### config.mk
export PLATFORM = sky130hd
export DESIGN_NAME = sel_arbiter_enc_flat
export DESIGN_NICKNAME = d
export VERILOG_FILES = /design/src/rtl/sel_arbiter_enc_pkg.sv /design/src/rtl/sel_arbiter_enc_if.sv /design/src/rtl/sel_arbiter_enc_rr_prio_enc.sv /design/src/rtl/sel_arbiter_enc.sv /design/src/flat_wrapper.sv
export SDC_FILE = /design/constraint.sdc
export NUM_CORES = 1
export LEC_CHECK = 0
export BUFFER_PORTS_ARGS = -buffer_cell sky130_fd_sc_hd__buf_2
export CAP_MARGIN = 20
export CELL_PAD_IN_SITES_DETAIL_PLACEMENT = 1
export CELL_PAD_IN_SITES_GLOBAL_PLACEMENT = 1
export CORE_MARGIN = 2
export CORE_UTILIZATION = 47
export DETAILED_ROUTE_END_ITERATION = 7
export GPL_TIMING_DRIVEN = 0
export PLACE_DENSITY_LB_ADDON = 0.3
export SYNTH_ARGS = -nofsm -noshare
export SYNTH_HDL_FRONTEND = slang
export SYNTH_SLANG_ARGS = --single-unit
### constraint.sdc
create_clock -name i_clk -period 10.1 [get_ports i_clk]
set_clock_uncertainty 0.05 [all_clocks]
set_input_delay 2.02 -clock i_clk [delete_from_list [all_inputs] [get_ports i_clk]]
set_output_delay 2.02 -clock i_clk [all_outputs]
set_load 0.02 [all_outputs]
### src/rtl/sel_arbiter_enc_pkg.sv
`default_nettype none
// ============================================================================
// Module      : sel_pkg
// Description : Shared types and constants for the word-select arbiter /
//               encoder. Eight memory words, so addresses are 3 bits wide.
// Contents    : N_WORDS, ADR_W, arb_state_t, word_adr_t, adr2onehot()
// Revision    : 1.0 - initial release
// ============================================================================
package sel_pkg;

  localparam int N_WORDS = 8;
  localparam int ADR_W   = 3;

  typedef enum logic {
    IDLE = 1'b0,
    BUSY = 1'b1
  } arb_state_t;

  typedef logic [ADR_W-1:0] word_adr_t;

  // One-hot word grant for an encoded address.
  function automatic logic [N_WORDS-1:0] adr2onehot(input word_adr_t a);
    return N_WORDS'(1) << a;
  endfunction

endpackage
`default_nettype wire

### src/rtl/sel_arbiter_enc_if.sv
`default_nettype none
// ============================================================================
// Module      : sel_arbiter_enc_if
// Description : Request / grant bundle between the requesters and memory
//               control on one side and the arbiter on the other.
// Signals     : i_req[7:0]  per-word access request (level)
//               i_ack       access complete pulse from memory control
//               o_adr[2:0]  encoded granted word address
//               o_valid     address valid (feeds decoder valid)
//               o_gnt[7:0]  one-hot grant
//               o_timeout   1-cycle pulse on forced release
// Modports    : slave  - arbiter side
//               master - requester / memory-control side
// Revision    : 1.0 - initial release
// ============================================================================
interface sel_arbiter_enc_if;
  import sel_pkg::*;

  logic [N_WORDS-1:0] i_req;
  logic               i_ack;
  word_adr_t          o_adr;
  logic               o_valid;
  logic [N_WORDS-1:0] o_gnt;
  logic               o_timeout;

  modport slave (
    input  i_req,
    input  i_ack,
    output o_adr,
    output o_valid,
    output o_gnt,
    output o_timeout
  );

  modport master (
    output i_req,
    output i_ack,
    input  o_adr,
    input  o_valid,
    input  o_gnt,
    input  o_timeout
  );

endinterface
`default_nettype wire

### src/rtl/sel_arbiter_enc_rr_prio_enc.sv
`default_nettype none
// ============================================================================
// Module      : rr_prio_enc
// Description : Combinational round-robin priority encoder. Searches the
//               request vector starting at i_ptr and wrapping 7->0, returning
//               the first set index.
// Ports       : i_req[7:0]  request vector
//               i_ptr[2:0]  search start index
//               o_idx[2:0]  first requesting index at or after i_ptr
//               o_any       at least one request bit set
// Revision    : 1.0 - initial release
// ============================================================================
module rr_prio_enc
  import sel_pkg::*;
(
  input  wire logic [N_WORDS-1:0] i_req,
  input  wire word_adr_t          i_ptr,
  output word_adr_t               o_idx,
  output logic                    o_any
);

  // w_rot[k] is the request of word (i_ptr + k) mod 8; the 3-bit add wraps.
  logic [N_WORDS-1:0] w_rot;
  word_adr_t          w_ofs;

  for (genvar g = 0; g < N_WORDS; g++) begin : g_rot
    localparam word_adr_t c_OFS = word_adr_t'(g);
    word_adr_t w_src;
    assign w_src    = i_ptr + c_OFS;
    assign w_rot[g] = i_req[w_src];
  end

  // Lowest set offset in the rotated vector; scanning downwards lets the
  // last (lowest) hit win.
  always_comb begin
    w_ofs = '0;
    for (int i = N_WORDS - 1; i >= 0; i--) begin
      if (w_rot[i]) begin
        w_ofs = word_adr_t'(i);
      end
    end
  end

  assign o_idx = i_ptr + w_ofs;
  assign o_any = |i_req;

endmodule
`default_nettype wire

### src/rtl/sel_arbiter_enc.sv
`default_nettype none
// ============================================================================
// Module      : sel_arbiter_enc
// Description : Round-robin arbiter and 8-to-3 encoder feeding the word
//               select decoder. Grants one word at a time, holds the grant
//               until i_ack or until TIMEOUT busy cycles expire, and always
//               leaves one idle cycle between grants.
// Parameters  : TIMEOUT - max busy cycles without i_ack (0 = no timeout)
// Ports       : i_clk    clock, rising edge
//               i_rst_n  synchronous active-low reset
//               bus      sel_arbiter_enc_if.slave (req/ack in, adr/valid/
//                        gnt/timeout out, all outputs registered)
// Revision    : 1.0 - initial release
// ============================================================================
module sel_arbiter_enc
  import sel_pkg::*;
#(
  parameter int TIMEOUT = 15
) (
  input  wire logic         i_clk,
  input  wire logic         i_rst_n,
  sel_arbiter_enc_if.slave  bus
);

  // Timer is kept at least one bit wide so TIMEOUT=0 still elaborates.
  localparam int              TMR_W      = (TIMEOUT > 0) ? $clog2(TIMEOUT + 1) : 1;
  localparam logic [TMR_W-1:0] c_TMR_LAST = TMR_W'((TIMEOUT > 0) ? TIMEOUT - 1 : 0);
  localparam logic [TMR_W-1:0] c_TMR_MAX  = '1;
  localparam bit               c_TO_EN    = (TIMEOUT != 0);

  arb_state_t         r_state;
  word_adr_t          r_ptr;
  logic [TMR_W-1:0]   r_timer;
  word_adr_t          r_adr;
  logic               r_valid;
  logic [N_WORDS-1:0] r_gnt;
  logic               r_timeout;

  arb_state_t         w_state_nxt;
  word_adr_t          w_ptr_nxt;
  logic [TMR_W-1:0]   w_timer_nxt;
  word_adr_t          w_adr_nxt;
  logic               w_valid_nxt;
  logic [N_WORDS-1:0] w_gnt_nxt;
  logic               w_timeout_nxt;

  word_adr_t          w_idx;
  logic               w_any;

  rr_prio_enc u_enc (
    .i_req (bus.i_req),
    .i_ptr (r_ptr),
    .o_idx (w_idx),
    .o_any (w_any)
  );

  // --------------------------------------------------------------------------
  // Next-state / next-output logic. Everything holds by default; o_timeout
  // defaults low so it can only ever pulse for the release cycle.
  // --------------------------------------------------------------------------
  always_comb begin
    w_state_nxt   = r_state;
    w_ptr_nxt     = r_ptr;
    w_timer_nxt   = r_timer;
    w_adr_nxt     = r_adr;
    w_valid_nxt   = r_valid;
    w_gnt_nxt     = r_gnt;
    w_timeout_nxt = 1'b0;

    case (r_state)
      IDLE: begin
        if (w_any) begin
          w_state_nxt = BUSY;
          w_adr_nxt   = w_idx;
          w_valid_nxt = 1'b1;
          w_gnt_nxt   = adr2onehot(w_idx);
          w_timer_nxt = '0;
        end
      end

      BUSY: begin
        // Requests are ignored here: the grant is held until released.
        if (bus.i_ack || (c_TO_EN && (r_timer == c_TMR_LAST))) begin
          w_state_nxt   = IDLE;
          w_valid_nxt   = 1'b0;
          w_gnt_nxt     = '0;
          w_ptr_nxt     = r_adr + word_adr_t'(1);
          // Ack takes priority, so a coincident ack suppresses the pulse.
          w_timeout_nxt = ~bus.i_ack;
        end else if (r_timer != c_TMR_MAX) begin
          w_timer_nxt = r_timer + TMR_W'(1);
        end
      end
    endcase
  end

  // --------------------------------------------------------------------------
  // State and output registers.
  // --------------------------------------------------------------------------
  always_ff @(posedge i_clk) begin
    if (!i_rst_n) begin
      r_state   <= IDLE;
      r_ptr     <= '0;
      r_timer   <= '0;
      r_adr     <= '0;
      r_valid   <= 1'b0;
      r_gnt     <= '0;
      r_timeout <= 1'b0;
    end else begin
      r_state   <= w_state_nxt;
      r_ptr     <= w_ptr_nxt;
      r_timer   <= w_timer_nxt;
      r_adr     <= w_adr_nxt;
      r_valid   <= w_valid_nxt;
      r_gnt     <= w_gnt_nxt;
      r_timeout <= w_timeout_nxt;
    end
  end

  assign bus.o_adr     = r_adr;
  assign bus.o_valid   = r_valid;
  assign bus.o_gnt     = r_gnt;
  assign bus.o_timeout = r_timeout;

endmodule
`default_nettype wire

### src/flat_wrapper.sv
// flat-port wrapper written by rule: the top's interface ports become plain ports
module sel_arbiter_enc_flat import sel_pkg::*;
#(
  parameter int TIMEOUT = 15
)
  (i_clk, i_rst_n, bus_i_req, bus_i_ack, bus_o_adr, bus_o_valid, bus_o_gnt, bus_o_timeout);
  sel_arbiter_enc_if bus_i ();
  input  wire logic i_clk;
  input  wire logic i_rst_n;
  input wire logic [$bits(bus_i.i_req)-1:0] bus_i_req;
  input wire logic [$bits(bus_i.i_ack)-1:0] bus_i_ack;
  output wire logic [$bits(bus_i.o_adr)-1:0] bus_o_adr;
  output wire logic [$bits(bus_i.o_valid)-1:0] bus_o_valid;
  output wire logic [$bits(bus_i.o_gnt)-1:0] bus_o_gnt;
  output wire logic [$bits(bus_i.o_timeout)-1:0] bus_o_timeout;
  assign bus_i.i_req = bus_i_req;
  assign bus_i.i_ack = bus_i_ack;
  assign bus_o_adr = bus_i.o_adr;
  assign bus_o_valid = bus_i.o_valid;
  assign bus_o_gnt = bus_i.o_gnt;
  assign bus_o_timeout = bus_i.o_timeout;
  sel_arbiter_enc #(.TIMEOUT(TIMEOUT)) u_core (.i_clk(i_clk), .i_rst_n(i_rst_n), .bus(bus_i));
endmodule
==> summary.txt <==
Yosys
  – Synth warn: 0
  – Sequential share of the synthesized area: 0.250
  – Syn Std Cell Area: 0.00168 mm2
  – Top-count cell post-synth: dfxtp_1
  – Ys async rst share: 0
  – Number of synthesized flops with an enable pin: 0
  – Post-Syn Instances: 175
  – Syn_nets: 193
  – Top FF cell, synth: dfxtp_1
  – Syn_area_per_cell: 9.59 um2
  – Synth area leader: dfxtp_1
  – Netlist cell types: 44
  – Post-synth top cells: dfxtp_1, nand3_1, nand2_1
  – Synth Register Bits: 21
  – Largest cells by area after synthesis: dfxtp_1, mux4_2, mux4_1
  – Yosys top cell area share: 0.250

Floorplanning
  – Initial Util: 0.495
  – # rows: 21
  – Die W: 63.8 um
  – DIE AREA: 0.00407 mm2
  – Core area: 0.00339 mm2
  – Die Height: 63.8 um
  – I/O pins: 24

Power
  – Total power: 0.235 mW
  – Worst VDD drop: 0.0753 mV
  – P_leak: 0.779 nW
  – PwrDens: 125 mW/mm2

Worst setup path
  – CP max FO: 6
  – WP data required: 10.31 ns
  – R2r endpoint: u_core.bus.o_gnt[2]
  – Reg2Reg Setup Slack: 5.86 ns
  – R2R cell count: 17
  – WS Path Type: input port to flop
  – Worst r2r src: u_core.r_ptr[0]
  – CP Launch Type: input port
  – Crit path from: bus_i_req[5]
  – WP data arrival: 5.27 ns
  – Worst setup EP type: flop

Finish
  – Antenna Cells: 0
  – Syn-to-layout area delta: 11.9%
  – Post-layout util: 0.554
  – Fillers: 410
  – Fraction of layout cells with a size suffix above 1: 0.257
  – Final nets: 221

Clock network
  – Inserted Clock Buffers: 3
  – TritonCTS clock tree: done
  – Worst-Skew Late Latency: 0.30 ns
  – H-tree depth: 1
  – Buffer count from post-CTS setup fixing: 0
  – Hold Buf Count CTS: 0
  – Clk sinks: 21
  – Root buffer cell: clkbuf_4
  – Post_cts resized: 0
  – Clock tree buffer depth: 2
  – Clock-pin slew on the worst setup and hold paths: 0.12 ns

Hold path
  – Hold Path Sink: u_core.bus.o_gnt[2]
  – Hold path depth: 2
  – HP Class: flop to flop
  – Hold Startpoint: u_core.bus.o_gnt[2]

Route
  – Final ANT Viol Nets: 0
  – Drt first pass iters: 6
  – Drt first-iter violations: 31
  – Drt wl/cell: 16.8 um
  – Vias: 1464
  – Vias per Instance: 5.90
  – Final WL: 4170 um
  – DRC viols: 0

Placement
  – Final Wtd Congestion: 0.795
  – Dpl hpwl: 3400 um
  – Port buffer count: 23

STA
  – Final period util: 0.501
  – Setup TNS: 0 ns
  – Worst slew pin tran: 0.691 ns
  – Slew headroom: 0.536
  – Final Setup Violations: 0
  – Final hold violation count: 0
  – Max-slew violations: 0
  – Fmax: 0.198 GHz
  – RSZ-0062 raised after global routing: false
  – Min Clock Period, post-route: 5.06 ns

Global route
  – First-pass GRT wire length: 7080 um
  – Gr ovfl total: 0
  – Largest net degree at the start of global routing: 13
  – Vias in the first global route: 1587
  – Total track usage: 0.219
  – Initial antenna violation count: 0

Status
  – Outcome: finished clean

Job
  – Maxcap violations: 0
## kinds of logic after synthesis
group / after synthesis / synth area share
adders and majority gates: 7 / 0.0566
AOI/OAI and AO/OA: 25 / 0.112
xor gates and xnor gates: 8 / 0.0417
buffers and inverters: 17 / 0.0469
muxes: 23 / 0.251
and+or+nand+nor: 74 / 0.241
DFF: 21 / 0.250
## per-stage QoR
| stage | hold slack (ns) | cells | setup slack, ns | instance area (um2) |
|---|---|---|---|---|
| 2_1_floorplan | 0.437 | 175 | 5.26 | 1680 |
| 3_3_place_gp | 0.397 | 244 | 4.85 | 1850 |
| 3_5_place_dp | 0.406 | 244 | 4.73 | 1850 |
| 4_1_cts | 0.438 | 248 | 5.05 | 1880 |
| 5_1_grt | 0.461 | 248 | 4.86 | 1880 |
| 6_report | 0.434 | 248 | 5.04 | 1880 |
## worst max-delay path, cell delays in order
cell and delay, ns:
buf_2 0.14, mux4_2 0.52, mux2i_4 0.24, a21oi_1 0.10
o21ai_0 0.19, nand2_1 0.08, a221oi_1 0.29, ha_1 0.21
inv_1 0.05, fa_1 0.53, or4bb_1 0.54, nor2_1 0.16
o21ai_0 0.11, nand3_1 0.08
## registers in the layout, summed over array words and instances, names as in the netlist
name and count:
u_core.bus.o_gnt 8, u_core.bus.o_timeout 1, u_core.bus.o_valid 1, u_core.r_state 1, u_core.r_timer 4, u_core.bus.o_adr 3, u_core.r_ptr 3
## routing by layer
metal	wire length (um)	global-route usage	part of all wire
met5	0	0	0
met4	35	0.0788	0.0084
met3	105	0.0352	0.025
met2	2210	0.412	0.53
met1	1820	0.247	0.44
## how the worst max path moves through the flow
| stage | endpoint | slack (ns) | cells after the start |
|---|---|---|---|
| after CTS | u_core.bus.o_gnt[2] | 5.05 | 14 |
| after floorplan | u_core.bus.o_gnt[2] | 5.26 | 10 |
| final | u_core.bus.o_gnt[2] | 5.04 | 14 |
| after global routing | u_core.bus.o_gnt[2] | 4.86 | 14 |
| after global placement | u_core.bus.o_gnt[2] | 4.85 | 11 |
| after detailed placement | u_core.bus.o_gnt[2] | 4.73 | 14 |
## power by group
| part | internal [mW] | switching (mW) | total (mW) |
|---|---|---|---|
| combinational | 0.0420 | 0.0586 | 0.101 |
| sequential | 0.0889 | 0.00472 | 0.0937 |
| clock | 0.0148 | 0.0258 | 0.0405 |
## final cells by class
cell class                 count  area (um2)  area share
inverter                       5        18.8     0.00999
tap                           46        57.6      0.0306
clock inverter                 1        5.00     0.00266
buffer                        12        60.1      0.0320
clock buffer                   3        22.5      0.0120
sequential                    21         420       0.224
multi-input combinational    137        1180       0.628
timing repair buffer          23         115      0.0613
## cell usage in the layout (no fill, tap or decap), drive strengths merged
master  instances
nand4b          3
a22oi           1
buf            30
mux4           12
a32oi           1
nor2b           7
and3            3
mux2            1
a221oi          1
a21oi           2
inv             5
nand3          18
mux2i          10
o211a           2
clkbuf          8
o21ai          14
and2            2
a31oi           1
or4bb           1
clkinv          1
xor2            5
a32o            2
dfxtp          21
nor2           13
nor4            2
nand2b          4
nand2          14
a21boi          1
nor3b           2
fa              1
nand3b          1
xnor2           3
nand4           4
ha              6
No activity file was read; power rests on OpenSTA's default activity.
